`src/rtl/shift_register_sequencer.sv`:
```
// Parallel-load serial shift sequencer: loads a word, shifts it out on SO while sampling SI,
// then presents the received word for one cycle. Define SHIFT_REGISTER_SEQUENCER_LSB_FIRST_EN
// for LSB-first shifting; the default build is MSB-first.
module shift_register_sequencer #(
    parameter int unsigned WIDTH = 8
) (
    input  logic             C,
    input  logic             CLRN,
    input  logic             LD_VALID,
    input  logic [WIDTH-1:0] LD_DATA,
    output logic             LD_READY,
    input  logic             HOLD,
    input  logic             SI,
    output logic             SO,
    output logic             FRAME,
    output logic             RX_VALID,
    output logic [WIDTH-1:0] RX_DATA
);

    localparam int unsigned     CntW    = (WIDTH > 1) ? $clog2(WIDTH) : 1;
    localparam logic [CntW-1:0] CntLast = CntW'(WIDTH - 1);

    typedef enum logic [1:0] {
        StIdle  = 2'd0,
        StShift = 2'd1,
        StDone  = 2'd2
    } state_e;

    state_e            state_q, state_d;
    logic [WIDTH-1:0]  shreg_q, shreg_d;
    logic [CntW-1:0]   cnt_q, cnt_d;
    logic [WIDTH-1:0]  shifted;
    logic              out_bit;

`ifdef SHIFT_REGISTER_SEQUENCER_LSB_FIRST_EN
    assign shifted = {SI, shreg_q[WIDTH-1:1]};
    assign out_bit = shreg_q[0];
`else
    assign shifted = {shreg_q[WIDTH-2:0], SI};
    assign out_bit = shreg_q[WIDTH-1];
`endif

    always_comb begin
        state_d = state_q;
        shreg_d = shreg_q;
        cnt_d   = cnt_q;
        unique case (state_q)
            StIdle: begin
                if (LD_VALID) begin
                    shreg_d = LD_DATA;
                    cnt_d   = '0;
                    state_d = StShift;
                end
            end
            StShift: begin
                if (!HOLD) begin
                    shreg_d = shifted;
                    // Final shift leaves the counter at its last value so it never wraps.
                    if (cnt_q == CntLast) begin
                        state_d = StDone;
                    end else begin
                        cnt_d = cnt_q + CntW'(1);
                    end
                end
            end
            StDone: begin
                state_d = StIdle;
            end
            default: begin
                state_d = StIdle;
            end
        endcase
    end

    always_ff @(posedge C) begin
        if (!CLRN) begin
            state_q <= StIdle;
            shreg_q <= '0;
            cnt_q   <= '0;
        end else begin
            state_q <= state_d;
            shreg_q <= shreg_d;
            cnt_q   <= cnt_d;
        end
    end

    // Outputs are masked while CLRN is low so an aborted word disappears immediately.
    always_comb begin
        LD_READY = CLRN && (state_q == StIdle);
        FRAME    = CLRN && (state_q == StShift);
        RX_VALID = CLRN && (state_q == StDone);
        SO       = FRAME && out_bit;
        RX_DATA  = RX_VALID ? shreg_q : '0;
    end

endmodule

```
`config.mk`:
```
export PLATFORM = sky130hd
export DESIGN_NAME = shift_register_sequencer
export DESIGN_NICKNAME = d
export VERILOG_FILES = /design/src/rtl/shift_register_sequencer.sv
export SDC_FILE = /design/constraint.sdc
export NUM_CORES = 1
export LEC_CHECK = 0
export CAP_MARGIN = 20
export CORE_MARGIN = 5
export CORE_UTILIZATION = 35
export CTS_BUF_LIST = sky130_fd_sc_hd__clkbuf_8
export DETAILED_ROUTE_END_ITERATION = 8
export PLACE_DENSITY = 0.63
export SYNTH_ARGS = -nofsm -noshare
export SYNTH_HDL_FRONTEND = slang
export SYNTH_SLANG_ARGS = --single-unit
```
`constraint.sdc`:
```
create_clock -name C -period 3 [get_ports C]
set_clock_uncertainty 0.2 [all_clocks]
set_input_delay 0.6 -clock C [delete_from_list [all_inputs] [get_ports C]]
set_output_delay 0.6 -clock C [all_outputs]
set_load 0.02 [all_outputs]
```
==> summary.md, run 1 <==
| Metric | Value |
|---|---|
| Outcome | `finished clean` |
| # clock sinks | `13` |
| Core area | `1760 um^2` |
| Post-route setup TNS | `0 ps` |
| Longest Clk Path Bufs | `2` |
| Mapped Cells | `74` |
| Residual DRC | `0` |
| Max Cap Viol | `0` |
| Die height | `53.7 um` |
| Synth Net Count | `89` |
| Ranking of synthesized cells by area | `dfxtp_1 39%, o221ai_1 10%, and2_1 8.4%` |
| Met2 usage | `a little under a fifth` |
| Cell at the slowest stage of the critical path | `clkdlybuf4s50_1` |
| Setup bufs post-CTS | `0` |
| Clock Latency Late Sink | `240 ps` |
| Top cell type's share of synthesized area | `38.9%` |
| Crit end category | `output port` |
| DR WL/cell | `between 10 and 15 um` |
| Vias per Instance | `4.86` |
| Initial antenna violation count | `0` |
| Worst Path Max Fanout | `9` |
| Area growth syn-to-layout | `48.2%` |
| Period Utilization, post-route | `97.6%` |
| Cell taking the most area after synthesis | `dfxtp_1` |
| Hold Crit Class | `reg -> reg` |
| Arrival @ worst endpoint | `2130 ps` |
| Die area | `2890 um^2` |
| CTS tree | `done` |
| Port bufs | `24` |
| Num ports | `25` |
| Seq/Total Area, Yosys | `38.9%` |
| Clock Root Buffer | `clkbuf_8` |
| WL final | `1.54 mm` |
| Mapped Avg Cell Area | `approximately 9.0 um^2` |
| Yosys cell types | `20` |
| Die width | `roughly 54 um` |
| Met3 track demand over resource | `3.60%` |
| Antenna cell count | `0` |
| Pins over their slew limit | `0` |
| CTS H-tree lvls | `1` |
| Nets | `116` |
| Max-slew headroom | `76.9%` |
| Peak per-stage delay on the critical path | `600 ps` |
| Fillers | `around 180` |
| Synth warn | `0` |
| Critical path cell sequence | `clkdlybuf4s50_1 -> and3b_2 -> and2_1 -> clkdlybuf4s50_1` |
| WHS | `252 ps` |
| RSZ-0062 raised after global routing | `no` |
| Peak supply drop | `0.362 mV` |
| Global route overflow | `0` |
| GR Util met1 | `12.6%` |
| HPWL after DPL | `1.13 mm` |
| Endpoints failing hold | `0` |
| GRT busiest layer | `met2` |
| Largest net degree at the start of global routing | `10` |
| Layout cells sized above 1 | `8.00%` |
| Worst setup path class | `in -> out` |
| Worst-margin pin slew | `~350 ps` |
| DRT iter0 DRCs | `10` |
| Hold_buf cts | `0` |
| CP Data Required Time | `2200 ps` |
| Gr usage total | `between 10% and 20%` |
| Setup-failing EPs final | `0` |
| Gpl congestion | `0.710` |
| Worst setup SP type | `input port` |
| Netlist area before placement | `669 um^2` |
| Routed vias | `607` |
| Synth Register Bits | `13` |
| Peak Freq | `342 MHz` |
| Clk pin slew, worst setup/hold paths | `50 ps` |
| Static Leakage | `around 0.00048 uW` |
| CTS buffer count | `3` |
| Post-route minimum period | `2930 ps` |
| Vias in the first global route | `556` |
| Detail Route Antenna Nets | `0` |
| Num rows | `15` |
| P per Cell Area | `between 400 and 500 nW/um^2` |
| First-pass GRT wire length | `2.30 mm` |
| Worst path most repeated cell | `clkdlybuf4s50_1` |
| DRT Pass-1 Iters | `5` |
| Initial Util | `37.9%` |
## flip-flops by register name, indices dropped and copies added (netlist names)
signal / flops
shreg_q: 8
state_q: 2
cnt_q: 3
## repair_timing
| item | CTS | global route |
|---|---|---|
| gates resized for setup | 1 | 4 |
| endpoints found under the setup margin | 8 | 4 |
| cloned | 0 | 0 |
## cells in the final DEF, fill, tap and decap left out, drive strengths merged
| cell | Yosys | final |
|---|---|---|
| dfxtp | 13 | 13 |
| buf | 2 | 3 |
| nand3b | 1 | 1 |
| nor3b | 1 | 1 |
| a21o | 1 | 1 |
| a21oi | 8 | 8 |
| a21boi | 1 | 1 |
| o31a | 1 | 1 |
| and3b | 3 | 3 |
| or3b | 2 | 2 |
| o221ai | 8 | 8 |
| dlymetal6s2s | 0 | 4 |
| and2 | 9 | 9 |
| ha | 2 | 2 |
| clkdlybuf4s50 | 0 | 20 |
| clkbuf | 3 | 3 |
| inv | 8 | 9 |
| or2b | 1 | 1 |
| nand2 | 5 | 5 |
| mux2i | 3 | 3 |
| nand2b | 2 | 2 |
## final cells by class
class	instances	area, um^2	share of cell area [%]
timing repair buffer	27	273	27.5
multi-input combinational	48	353	35.6
sequential	13	260	26.2
clock inverter	1	3.75	0.378
inverter	8	30.0	3.03
clock buffer	3	41.3	4.16
tap	25	31.3	3.15
## cell usage after synthesis (all sizes together)
library cell  count
a21boi            1
a21o              1
a21oi             8
and2              9
and3b             3
buf               2
clkbuf            3
dfxtp            13
ha                2
inv               8
mux2i             3
nand2             5
nand2b            2
nand3b            1
nor3b             1
o221ai            8
o31a              1
or2b              1
or3b              2
## through the flow
| step | cells | setup WS, ps | utilization (%) | power (uW) | cell area [um^2] |
|---|---|---|---|---|---|
| floorplan | 74 | 852 | - | 241 | 669 |
| global placement | 121 | 3.92 | 53.0 | 271 | 936 |
| detailed placement | 121 | -26.0 | 53.0 | 272 | 936 |
| CTS | 125 | 46.5 | 55.7 | 423 | 982 |
| global route | 125 | 2.29 | 56.2 | 441 | 992 |
| finish | 125 | 73.2 | 56.2 | 418 | 992 |
## worst max-delay path, delay by kind of cell
| kind | cells | cell delay (ps) |
|---|---|---|
| buf+inv | 2 | 1110 |
| simple gates | 2 | 420 |
## worst paths after layout
kind,start,end,slack [ps],cells after the start
hold reg to reg,shreg_q[7],shreg_q[7],250,2
setup reg to reg,state_q[0],shreg_q[6],1440,3
setup / recovery,CLRN,RX_DATA[2],70,4
hold / removal,shreg_q[7],shreg_q[7],250,2
## report_power, final
part,leakage (uW),internal (uW),switching [uW]
Sequential,0.000107,187,9.63
Combinational,0.000343,39.9,31.8
Clock,0.0000269,90.1,60.1
## routing by layer
metal,up-vias,part of all wire (%)
li1,316,-
met1,276,46
met2,15,47
met3,0,6.7
met4,0,0
met5,-,0
## kinds of logic after synthesis
| kind of cell | after synthesis | synth area share (%) |
|---|---|---|
| multiplexers | 3 | 4.49 |
| buffers and inverters | 13 | 8.60 |
| AO/OA/AOI/OAI | 19 | 21.3 |
| adder cells (fa/ha/maj) | 2 | 3.74 |
| AND/OR/NAND/NOR | 24 | 23.0 |
| flip-flops | 13 | 38.9 |
Note: power is estimated with default switching activity, not from simulation.
==> inputs of run 2 (changes only) <==
--- a/config.mk
+++ b/config.mk
@@ -11,6 +11,7 @@
 export CTS_BUF_LIST = sky130_fd_sc_hd__clkbuf_8
 export DETAILED_ROUTE_END_ITERATION = 8
 export PLACE_DENSITY = 0.63
+export SLEW_MARGIN = 20
 export SYNTH_ARGS = -nofsm -noshare
 export SYNTH_HDL_FRONTEND = slang
 export SYNTH_SLANG_ARGS = --single-unit
==> results of run 2 <==
The final DEF is identical to that of run 1; final timing and power are the same.
